### src/rtl/output_buffer_pkg.sv
// Definitions shared by the accumulator and the output buffer: buffer geometry
// and the drain FSM state encoding.
package output_buffer_pkg;

  localparam int DEPTH  = 16;
  localparam int ADDR_W = 4;
  localparam int DATA_W = 32;
  localparam int OCC_W  = ADDR_W + 1;

  typedef enum logic [1:0] {
    IDLE = 2'd0,
    SCAN = 2'd1,
    SEND = 2'd2,
    DONE = 2'd3
  } drain_state_e;

endpackage

### src/rtl/output_buffer.sv
// Result buffer: stores accumulator writes by address, tracks unread entries and
// drains them in ascending address order over a valid/ready stream.
module output_buffer
  import output_buffer_pkg::*;
(
  input  logic              clk,
  input  logic              rst,
  input  logic [DATA_W-1:0] wr_data,
  input  logic [ADDR_W-1:0] wr_addr,
  input  logic              wr_en,
  input  logic              clear,
  input  logic              drain_start,
  output logic [DATA_W-1:0] out_data,
  output logic [ADDR_W-1:0] out_addr,
  output logic              out_valid,
  input  logic              out_ready,
  output logic              drain_busy,
  output logic              drain_done,
  output logic [OCC_W-1:0]  occupancy,
  output logic              overwrite_err,
  output drain_state_e      drain_state
);

  // Stream handshake: a word transfers on a rising edge where out_valid and
  // out_ready are both high; once raised, out_valid and the word stay put until
  // that transfer (only clear/rst may withdraw them). out_ready may toggle freely.

  logic [DATA_W-1:0] r_mem [DEPTH];
  logic [DEPTH-1:0]  r_valid;
  logic [OCC_W-1:0]  r_occ;
  logic              r_err;
  drain_state_e      r_state;
  logic [ADDR_W-1:0] r_idx;
  logic [DATA_W-1:0] r_out_data;
  logic [ADDR_W-1:0] r_out_addr;
  logic              r_out_valid;
  logic              r_done;

  logic w_flush;
  logic w_hs;
  logic w_wr_hits_hs;
  logic w_wr_new;
  logic w_idx_last;

  assign w_flush      = rst | clear;
  assign w_hs         = (r_state == SEND) & r_out_valid & out_ready;
  assign w_wr_hits_hs = w_hs & wr_en & (wr_addr == r_idx);
  // A rewrite of the entry leaving this cycle counts as new, cancelling its decrement.
  assign w_wr_new     = wr_en & (~r_valid[wr_addr] | w_wr_hits_hs);
  assign w_idx_last   = (r_idx == ADDR_W'(DEPTH - 1));

  always_ff @(posedge clk) begin
    if (wr_en && !w_flush) begin
      r_mem[wr_addr] <= wr_data;
    end
  end

  always_ff @(posedge clk) begin
    if (w_flush) begin
      r_valid <= '0;
      r_occ   <= '0;
      r_err   <= 1'b0;
    end else begin
      if (w_hs) begin
        r_valid[r_idx] <= 1'b0;
      end
      // Placed after the handshake clear so a same-cycle rewrite keeps the entry valid.
      if (wr_en) begin
        r_valid[wr_addr] <= 1'b1;
      end
      if (wr_en && r_valid[wr_addr] && !w_wr_hits_hs) begin
        r_err <= 1'b1;
      end
      case ({w_wr_new, w_hs})
        2'b10:   r_occ <= r_occ + OCC_W'(1);
        2'b01:   r_occ <= r_occ - OCC_W'(1);
        default: r_occ <= r_occ;
      endcase
    end
  end

  always_ff @(posedge clk) begin
    if (w_flush) begin
      r_state     <= IDLE;
      r_out_valid <= 1'b0;
      r_done      <= 1'b0;
      if (rst) begin
        r_idx      <= '0;
        r_out_data <= '0;
        r_out_addr <= '0;
      end
    end else begin
      r_done <= 1'b0;
      case (r_state)
        IDLE: begin
          if (drain_start) begin
            r_idx   <= '0;
            r_state <= SCAN;
          end
        end
        SCAN: begin
          if (r_valid[r_idx]) begin
            r_out_data  <= r_mem[r_idx];
            r_out_addr  <= r_idx;
            r_out_valid <= 1'b1;
            r_state     <= SEND;
          end else if (w_idx_last) begin
            r_state <= DONE;
            r_done  <= 1'b1;
          end else begin
            r_idx <= r_idx + ADDR_W'(1);
          end
        end
        SEND: begin
          if (w_hs) begin
            r_out_valid <= 1'b0;
            if (w_idx_last) begin
              r_state <= DONE;
              r_done  <= 1'b1;
            end else begin
              r_idx   <= r_idx + ADDR_W'(1);
              r_state <= SCAN;
            end
          end
        end
        DONE: begin
          r_state <= IDLE;
        end
        default: begin
          r_state <= IDLE;
        end
      endcase
    end
  end

  assign out_data      = r_out_data;
  assign out_addr      = r_out_addr;
  assign out_valid     = r_out_valid;
  assign drain_busy    = (r_state != IDLE);
  assign drain_done    = r_done;
  assign occupancy     = r_occ;
  assign overwrite_err = r_err;
  assign drain_state   = r_state;

endmodule

### config.mk
export PLATFORM = sky130hd
export DESIGN_NAME = output_buffer
export DESIGN_NICKNAME = d
export VERILOG_FILES = /design/src/rtl/output_buffer_pkg.sv /design/src/rtl/output_buffer.sv
export SDC_FILE = /design/constraint.sdc
export NUM_CORES = 1
export LEC_CHECK = 0
export ABC_CLOCK_PERIOD_IN_PS = 5200
export BUFFER_PORTS_ARGS = -buffer_cell sky130_fd_sc_hd__buf_2
export CAP_MARGIN = 25
export CORE_MARGIN = 2
export CORE_UTILIZATION = 50
export DETAILED_ROUTE_END_ITERATION = 6
export PLACE_DENSITY = 0.71
export SYNTH_ARGS = -nofsm -noshare
export SYNTH_HDL_FRONTEND = slang
export SYNTH_SLANG_ARGS = --single-unit
### constraint.sdc
create_clock -name clk -period 5.2 [get_ports clk]
set_input_delay 0.26 -clock clk [delete_from_list [all_inputs] [get_ports clk]]
set_output_delay 0.26 -clock clk [all_outputs]
set_load 0.005 [all_outputs]
Word-level counts from Yosys, hierarchy flattened
Memories as Yosys holds them, arrays and structs flattened. A register that Yosys moved wholly into a read port is not among the register bits.
Index checks and enable logic that the tools add are counted.
W data, S select, Z words.
- register bits after elaboration: 66
- bits in writable memories: 512
- memories: 1
- memories (memory ; depth ; width ; read ports ; clocked after memory_dff ; wr ports ; line ; source):
    r_mem ; 16 ; 32 ; 1 ; 1 ; 1 ; output_buffer.sv:28 ; logic [DATA_W-1:0] r_mem [DEPTH];
- $add $sub $neg: 3
- order comparisons: 4
- equal/unequal tests: 15
- muxes and demuxes: 42
- bitwise operators: 11
- reductions and logical operators: 18
- operator list (cell ; count):
    $mux W32 ; 4
    $mux W16 ; 3
    $mux W4 ; 10
    $and A16 B16 Y16 ; 1
    $not A16 Y16 ; 1
    $or A16 B16 Y16 ; 1
    $ne A3 B3 Y1 const B ; 4
    $pmux W4 S3 ; 1
    $mux W1 ; 11
    $lt A4 B5 Y1 const B ; 2
    $mux W2 ; 5
    $pmux W5 S2 ; 1
    $reduce_bool A2 Y1 ; 5
    $reduce_and A3 Y1 ; 3
    $bmux W1 S4 ; 2
    $demux W1 S4 ; 2
    $ge A4 B1 Y1 const B ; 2
    $ne A2 B2 Y1 const B ; 4
    $pmux W2 S4 ; 1
    $eq A2 B2 Y1 const B ; 3
    $add A5 B1 Y5 const B ; 1
    $and A1 B1 Y1 ; 5
    $logic_and A1 B1 Y1 ; 5
    $reduce_and A5 Y1 ; 1
    other kinds (11) ; 15

Longest topological paths before layout
Gate-level depths: netlist (run 1).
- depth after elaboration: 10
- mapped depth: 16
- mapped depth without buffers: 15

Worst setup path before layout (run 1)
Ideal clock, no wire load.
- kind: input-to-reg
- start: input port clear
- end: memory r_mem[0][0] (enable)
- library setup time: 0.463 ns
- arrival time: 3.458 ns
- required time: 4.737 ns
- path slack: 1.279 ns
- cell stages on the path: 4
- cell sequence: or2_2 -> or4b_1 -> clkbuf_1 -> nor3_1
- longest elaborated chain between the ends: 5
- ends and longest elaborated chain (item ; line ; source):
    start, declared ; output_buffer.sv:11 ; input logic clear,
    $or A1 B1 Y1 ; output_buffer.sv:45 ; assign w_flush = rst | clear;
    $logic_not A1 Y1 ; output_buffer.sv:53 ; if (wr_en && !w_flush) begin
    $logic_and A1 B1 Y1 ; output_buffer.sv:53 ;
    $mux W1 ; output_buffer.sv:53 ;
    $mux W1 (implied by the code) ; output_buffer.sv:54 ; r_mem[wr_addr] <= wr_data;
    end, declared ; output_buffer.sv:28 ;
No other way between the ends.

Worst setup path after layout (run 1)
- start: register r_state[0], in the netlist drain_state[0]
- end: register r_occ[4], in the netlist occupancy[4]
- longest elaborated chain between the ends: 9
- elaborated cells on any way between the ends: 11
- those cells by class: eq/ne (3); mux (1); bitwise (6); reduce/logical (1)
- ends and longest elaborated chain (item ; line ; source):
    start, declared ; output_buffer.sv:32 ; drain_state_e r_state;
    start signal, assigned ; output_buffer.sv:84 ; r_state <= IDLE;
    start signal, assigned ; output_buffer.sv:98 ; r_state <= SCAN;
    start signal, assigned ; output_buffer.sv:106 ; r_state <= SEND;
    $eq A2 B2 Y1 (*) ; output_buffer.sv:46 ; assign w_hs = (r_state == SEND) & r_out_valid & out_ready;
    $and A1 B1 Y1 (*) (2 in a row) ; output_buffer.sv:46 ;
    $and A1 B1 Y1 (2 in a row) ; output_buffer.sv:47 ; assign w_wr_hits_hs = w_hs & wr_en & (wr_addr == r_idx);
    $or A1 B1 Y1 ; output_buffer.sv:49 ; assign w_wr_new = wr_en & (~r_valid[wr_addr] | w_wr_hits_hs);
    $and A1 B1 Y1 ; output_buffer.sv:49 ;
    $eq A2 B1 Y1 / $eq A2 B2 Y1 (equally long branches) ; output_buffer.sv:74 ; case ({w_wr_new, w_hs})
    $pmux W5 S2 / $reduce_bool A2 Y1 (equally long branches) ; - ;
    end signal, assigned ; output_buffer.sv:75 ; 2'b10: r_occ <= r_occ + OCC_W'(1);
    end signal, assigned ; output_buffer.sv:76 ; 2'b01: r_occ <= r_occ - OCC_W'(1);
    end signal, assigned ; output_buffer.sv:77 ; default: r_occ <= r_occ;
    end, declared ; output_buffer.sv:30 ; logic [OCC_W-1:0] r_occ;
Mark *: on every way between the ends. The rest lies on a longest branch, timed or not.
A chain may end at the register's enable or synchronous reset.

==> results of run 1 <==
==> synthesized netlist by cell type (9+ instances only) <==
library cell,count,area [µm²]
sky130_fd_sc_hd__and2_1,34,212.7
sky130_fd_sc_hd__o211ai_1,11,82.58
sky130_fd_sc_hd__buf_2,14,70.07
sky130_fd_sc_hd__ha_1,11,137.6
sky130_fd_sc_hd__mux4_2,170,3829
sky130_fd_sc_hd__edfxtp_1,552,16580
sky130_fd_sc_hd__dfxtp_1,30,600.6
sky130_fd_sc_hd__o21ai_0,17,85.08
sky130_fd_sc_hd__nand2_1,13,48.80
sky130_fd_sc_hd__nor2_1,23,86.33
sky130_fd_sc_hd__clkbuf_1,31,116.4
sky130_fd_sc_hd__nand3_1,11,55.05
sky130_fd_sc_hd__a21oi_1,9,45.04
==> layout make-up <==
| type | instances | area (µm²) | share of cell area |
|---|---|---|---|
| Tap cell | 592 | 740.7 | 0.02850 |
| Clock buffer | 67 | 1485 | 0.05714 |
| Inverter | 9 | 33.78 | 0.001300 |
| Clock inverter | 40 | 531.8 | 0.02046 |
| Sequential cell | 582 | 17190 | 0.6612 |
| Antenna cell | 1 | 2.502 | 0.00009627 |
| Multi-Input combinational cell | 364 | 5254 | 0.2021 |
| Timing Repair Buffer | 124 | 758.2 | 0.02917 |
==> power groups by stage <==
stage	registers, mW	logic (mW)	clock network (mW)
after floorplan	5.30	0.322	0
after global placement	5.33	0.462	0
after detailed placement	5.33	0.471	0
after CTS	5.23	0.480	4.44
after global routing	5.23	0.510	4.62
final	5.23	0.472	4.37
==> stage by stage <==
stage	instances	utilization	total power [mW]
detailed placement	1662	0.5377	5.801
floorplan	1007	-	5.622
CTS	1778	0.5852	10.15
global placement	1662	0.5377	5.789
global route	1778	0.5852	10.36
finish	1779	0.5852	10.07
==> logic make-up (layout without fill, tap and decap cells) <==
kind of cell | count (synthesis) | in the layout | share of synthesized area
mux | 178 | 178 | 0.1742
xor+xnor | 9 | 9 | 0.003494
other cells | 0 | 1 | 0
buf+inv | 61 | 240 | 0.01159
compound gates | 57 | 57 | 0.01708
fa+ha+maj | 11 | 11 | 0.006100
flops | 582 | 582 | 0.7613
simple gates | 109 | 109 | 0.02623
==> sequential cells by signal, summed over array words and instances (netlist names), named ones only <==
signal	cells
drain_state	2
out_addr	4
r_mem	512
occupancy	5
out_data	32
r_valid	16
drain_done	1
r_idx	4
overwrite_err	1
out_valid	1
==> how the worst max path moves through the flow <==
| stage | from | to | slack, ps | cells after the start |
|---|---|---|---|---|
| floorplan | clear | r_mem[0][0] | 1280 | 4 |
| global placement | wr_addr[0] | occupancy[4] | 1590 | 13 |
| detailed placement | wr_addr[0] | occupancy[4] | 1550 | 13 |
| CTS | drain_state[0] | occupancy[4] | 1690 | 15 |
| global route | drain_state[0] | occupancy[4] | 1430 | 15 |
| finish | drain_state[0] | occupancy[4] | 1660 | 15 |
==> repair_timing <==
| item | CTS | global route |
|---|---|---|
| endpoints found under the hold margin | 46 | 0 |
| hold buffers | 9 | 0 |
| endpoints found under the setup margin | 0 | 0 |
==> worst reg2reg max path, stage by stage (launching register included) <==
cell	delay, ps
sky130_fd_sc_hd__dfxtp_1	350
sky130_fd_sc_hd__inv_1	120
sky130_fd_sc_hd__ha_1	220
sky130_fd_sc_hd__nand3_1	230
sky130_fd_sc_hd__nor4_1	340
sky130_fd_sc_hd__nand3_1	140
sky130_fd_sc_hd__nand2_1	80
sky130_fd_sc_hd__nand2_1	70
sky130_fd_sc_hd__ha_1	300
sky130_fd_sc_hd__xor2_1	180
sky130_fd_sc_hd__ha_1	220
sky130_fd_sc_hd__o21a_1	170
sky130_fd_sc_hd__o221a_2	270
sky130_fd_sc_hd__o21ai_0	130
sky130_fd_sc_hd__or3b_2	470
sky130_fd_sc_hd__mux2i_1	130
==> per-layer routing <==
layer	GRT usage	up-vias	wire length, µm
li1	-	4505	-
met1	0.2920	5637	19720
met2	0.3363	352	23480
met3	0.03102	65	2696
met4	0.05274	2	823
met5	0	-	11
==> layout by cell type, fill, tap and decap left out, types with 4 or more instances in the layout <==
cell                            netlist  final
sky130_fd_sc_hd__clkinv_2             0     10
sky130_fd_sc_hd__nor2_4               0     13
sky130_fd_sc_hd__ha_1                11     11
sky130_fd_sc_hd__mux2_4               4      4
sky130_fd_sc_hd__a31o_2               5      5
sky130_fd_sc_hd__and2_1              34     34
sky130_fd_sc_hd__a21oi_1              9      9
sky130_fd_sc_hd__inv_1                7      7
sky130_fd_sc_hd__mux4_2             170    170
sky130_fd_sc_hd__nor2_1              23     10
sky130_fd_sc_hd__dlygate4sd3_1        0      9
sky130_fd_sc_hd__nand3_1             11     11
sky130_fd_sc_hd__nand2_1             13     13
sky130_fd_sc_hd__bufinv_16            0     12
sky130_fd_sc_hd__nor3_2               0      4
sky130_fd_sc_hd__o21ai_0             17     17
sky130_fd_sc_hd__buf_4                0     25
sky130_fd_sc_hd__xor2_1               7      7
sky130_fd_sc_hd__clkinv_1             0     10
sky130_fd_sc_hd__o211ai_1            11     11
sky130_fd_sc_hd__nand2b_1             4      4
sky130_fd_sc_hd__edfxtp_1           552    552
sky130_fd_sc_hd__clkbuf_16            0     58
sky130_fd_sc_hd__clkinvlp_4           0      6
sky130_fd_sc_hd__dfxtp_1             30     26
sky130_fd_sc_hd__buf_2               14     88
sky130_fd_sc_hd__clkbuf_1            31      9
==> results.toml, run 1 <==
[timing]
fin_skew_ps = 18.33
fin_tns_setup_ps = 0
maxSlewViolCount = 0
hold_viol_final = 0
worst_slew_margin_rel = 0.3441
tightest_slew_ps = 981.5
final.min_clock_period_ps = 3539
postLayoutSetupSlackWorst_ps = 1661
finalCritPeriodShare = 0.6806
finalSetupViolCount = 0
grt_setup_unrepaired = "false"
final.hold.worst_slack_ps = 34.78
maxClockFrequency_ghz = 0.2825

[placed_design]
dp_hpwl_um = 24650
gpl.final_weighted_congestion = 0.8508
detailed_place.area_um2 = 23880
io_buffers = 88
place_ws_ps = 1549

[setup_path]
setup.reg_to_reg.worst_slack_ps = 1660
cpPeakStageDelay_ps = 470
r2r-start = "drain_state[0]"
critical_path.endpoint_type = "register"
worst_path_max_delay_cell = "sky130_fd_sc_hd__or3b_2"
critPathLaunchType = "register"
cp.buffers_inverters = 1
path_max_fanout = 8
worst_reg2reg_path_length_in_cells = 15
worstSetupPathType = "register to register"
critPathTopFamily = "simple AND/OR/NAND/NOR gates"
timing.critical_path.arrival_ps = 4020
timing.critical_path.cells = "inv_1, ha_1, nand3_1, nor4_1, nand3_1, nand2_1, nand2_1, ha_1, xor2_1, ha_1, o21a_1, o221a_2, o21ai_0, or3b_2, mux2i_1"
cpMostUsedCell = "sky130_fd_sc_hd__ha_1"
timing.rr.end = "occupancy[4]"
timing.critical_path.required_ps = 5680

[clocking]
clock_tree.root_cell = "sky130_fd_sc_hd__clkbuf_16"
clkTransAtPathRegs_ps = 60
h-tree-depth = 2
cts_num_sinks = 582
cts_buffer_depth = 3
number_of_buffers_created_by_cts = 57
post_cts_buffers = 0
tritoncts = "yes"
cts-resized-gates = 0
insertion_delay_ps = 610

[drt]
wirelength_um = 46730
postRouteAntennaNets = 0
detail_route.wl_per_cell_um = 26.27
drt-initial-drc-count = 1100
drc_errors = 0
vias = 10560
drt-vias-per-instance = 5.936
first_pass_iters = 7

[layout]
finish.instance_area_um2 = 25990
syn_to_final_growth_pct = 15.20
drive_above_1_share = 0.3508
final.fill_count = 3137
final_net_count = 1191

[grt]
grt_first_pass_wirelength_um = 70140
pin_count_of_the_biggest_net_entering_global_routing = 81
groute.usage.overall = 0.2047
grt_antenna_before_repair = 1
globalRouteOverflowTotal = 0
first_global_vias = 10890

[power]
power_frac_seq = 0.519
power-per-cell-area_nw_per_um2 = 387.3
p_comb_frac = 0.047
ir_drop_mv = 0.2735
cellInternalPower_mw = 8.055
p_clk_frac = 0.434
sw_frac_of_total = 0.1999
power_leakage_nw = 8.219
switchingPower_mw = 2.013

[status]
outcome = "completed"

[yosys]
synth-warning-count = 0
synth_enable_flop_cells = 552
ys_seq_elements = 582
netlist-cell-type-count = 45
ys_async_sr_fraction = 0
synth_ff_type = "sky130_fd_sc_hd__edfxtp_1"
synth_nets = 1060
gate_count_of_the_mapped_netlist = 1007
synth_seq_area_share = 0.7613
avgSynthCellArea_um2 = 22.41
syn_area_um2 = 22560

[hold_path]
hp-start = "wr_data[14]"
hold-path-endpoint = "r_mem[13][14]"
holdPathStages = 1
min-delay-path-class = "primary input to register"

[die]
coreArea_um2 = 44410
dieArea_um2 = 46840
top_level_ports = 89
die_h_um = 216.4
die_w_um = 216.4
floorplan.initialDensity = 0.5080
core.rowCount = 77

[run]
maximum_capacitance_violations = 0
No activity file was read; power rests on OpenSTA's default activity.
==> inputs of run 2 (changes only) <==
--- a/config.mk
+++ b/config.mk
@@ -5,7 +5,7 @@
 export SDC_FILE = /design/constraint.sdc
 export NUM_CORES = 1
 export LEC_CHECK = 0
-export ABC_CLOCK_PERIOD_IN_PS = 5200
+export ABC_CLOCK_PERIOD_IN_PS = 3700
 export BUFFER_PORTS_ARGS = -buffer_cell sky130_fd_sc_hd__buf_2
 export CAP_MARGIN = 25
 export CORE_MARGIN = 2
==> constraint.sdc (replaced) <==
create_clock -name clk -period 3.7 [get_ports clk]
set_input_delay 0.185 -clock clk [delete_from_list [all_inputs] [get_ports clk]]
set_output_delay 0.185 -clock clk [all_outputs]
set_load 0.005 [all_outputs]
==> results.toml, run 2 (same netlist as run 1, synthesis figures left out) <==
[setup_path]
timing.critical_path.cells = "inv_1, ha_1, nand3_1, nor4_1, nand3_1, nand2_1, nand2_1, ha_1, xor2_1, ha_1, o21a_1, o221a_2, o21ai_0, or3b_2, mux2i_1"
critical_path.endpoint_type = "register"
cpMostUsedCell = "sky130_fd_sc_hd__ha_1"
worst_path_max_delay_cell = "sky130_fd_sc_hd__or3b_2"
timing.rr.end = "occupancy[4]"
r2r-start = "drain_state[0]"
cpPeakStageDelay_ps = 470
worstSetupPathType = "register to register"
timing.critical_path.required_ps = 4190
setup.reg_to_reg.worst_slack_ps = 380
critPathLaunchType = "register"
worst_reg2reg_path_length_in_cells = 15
path_max_fanout = 5
timing.critical_path.arrival_ps = 3810

[die]
core.rowCount = 77
coreArea_um2 = 44410
die_w_um = 216.4
top_level_ports = 89
dieArea_um2 = 46840
die_h_um = 216.4
floorplan.initialDensity = 0.5080

[drt]
detail_route.wl_per_cell_um = 25.99
postRouteAntennaNets = 0
wirelength_um = 47120
drc_errors = 0
drt-vias-per-instance = 6.000
drt-initial-drc-count = 969
first_pass_iters = 5
vias = 10880

[timing]
postLayoutSetupSlackWorst_ps = 378.9
maxSlewViolCount = 0
final.min_clock_period_ps = 3321
finalSetupViolCount = 0
worst_slew_margin_rel = 0.4989
finalCritPeriodShare = 0.8976
maxClockFrequency_ghz = 0.3011
grt_setup_unrepaired = "false"
fin_skew_ps = 18.77
fin_tns_setup_ps = 0
hold_viol_final = 0
tightest_slew_ps = 751.7

[clocking]
cts-resized-gates = 0
h-tree-depth = 2
tritoncts = "yes"
clkTransAtPathRegs_ps = 70
insertion_delay_ps = 600
cts_num_sinks = 582
clock_tree.root_cell = "sky130_fd_sc_hd__clkbuf_16"
cts_buffer_depth = 3
number_of_buffers_created_by_cts = 56
post_cts_buffers = 0
cts.hold.buffers_added = 36

[layout]
layout_commonest_cell = "sky130_fd_sc_hd__edfxtp_1"
final_net_count = 1228
non_filler_cells_in_the_finished_layout = 1813
final.fill_count = 3100
syn_to_final_growth_pct = 16.84
post-route-util = 0.5935
registers.top_by_ff_count = "r_mem"
largest_register_ffs = 512
drive_above_1_share = 0.3462
most_frequent_cells_in_the_layout = "552 x sky130_fd_sc_hd__edfxtp_1, 170 x sky130_fd_sc_hd__mux4_2, 88 x sky130_fd_sc_hd__buf_2, 57 x sky130_fd_sc_hd__clkbuf_16, 36 x sky130_fd_sc_hd__dlygate4sd3_1"

[grt]
pin_count_of_the_biggest_net_entering_global_routing = 54
grt_first_pass_wirelength_um = 70660
globalRouteOverflowTotal = 0
groute.usage.overall = 0.2057
grt_antenna_before_repair = 3
first_global_vias = 11050

[run]
maximum_capacitance_violations = 0

[placed_design]
dp_hpwl_um = 25480
gpl.final_weighted_congestion = 0.8544
io_buffers = 88
place_inst = 1673
place_ws_ps = 204.4

[hold_path]
holdPathStages = 4
hp-start = "drain_start"
min-delay-path-class = "primary input to register"
hold-path-endpoint = "drain_state[0]"

[power]
p_clk_frac = 0.420
switchingPower_mw = 2.804
ir_drop_mv = 0.3152
p_comb_frac = 0.052
power-per-cell-area_nw_per_um2 = 527.1
cellInternalPower_mw = 11.09
power_frac_seq = 0.528
power_leakage_nw = 8.374
sw_frac_of_total = 0.2018

[status]
outcome = "completed"
-- run 2: changes by cell type in the layout (fill, tap and decap cells not counted), sizes merged, moves of 2 or more --
cell         before  now
clkbuf           67   65
bufinv           12    9
dlygate4sd3       9   36
inv              10   12
clkinvlp          6    3
buf             115  126
-- run 2: area by class of cell --
cell class              count  area, µm²  area share
flip-flops and latches    582      17190      0.6520
multi-input cells         364       5260      0.1995
clock buffers              65       1456     0.05525
repair buffers            162       1249     0.04737
well taps                 592      740.7     0.02810
clock inverters            37      430.4     0.01633
inverters                   9      33.78    0.001282
diodes                      2      5.005   0.0001899
-- run 2: worst max-delay path by stage --
stage,startpoint,to,cells past startpoint
global route,drain_state[0],occupancy[4],15
finish,drain_state[0],occupancy[4],15
floorplan,wr_addr[0],occupancy[4],14
CTS,r_valid[3],occupancy[4],12
detailed placement,wr_addr[0],occupancy[4],13
global placement,wr_addr[0],occupancy[4],13
-- run 2: power by group through the flow --
stage	clock network, mW	logic (mW)	registers [mW]
after global routing	6.21	0.774	7.34
after detailed placement	0	0.694	7.48
after CTS	5.95	0.729	7.34
after global placement	0	0.682	7.48
after floorplan	0	0.453	7.45
final	5.84	0.717	7.34
-- run 2: layer usage --
metal	wire length, µm	part of all wire	global-route usage	vias up
li1	-	-	-	4592
met1	19460	0.41	0.2916	5795
met2	23730	0.50	0.3364	416
met3	2993	0.064	0.03368	71
met4	912	0.019	0.05662	4
met5	27	0.00057	0	-
-- run 2: through the flow --
stage / power (mW) / area, µm² / hold WS [ps]
after floorplan: 7.901 / 22570 / 283.9
final: 13.90 / 26360 / 124.0
after detailed placement: 8.175 / 24110 / 481.9
after CTS: 14.01 / 26360 / 85.54
after global routing: 14.33 / 26360 / 120.8
after global placement: 8.159 / 24110 / 466.6
-- run 2: worst max-delay path: cells and delay by family, from the launching register on --
kind                       cells  cell delay, ps
adders and majority gates      3             670
DFF                            1             340
xor gates and xnor gates       1             140
and+or+nand+nor                6            1220
muxes                          1             130
buffers and inverters          1             120
AOI/OAI and AO/OA              3             580
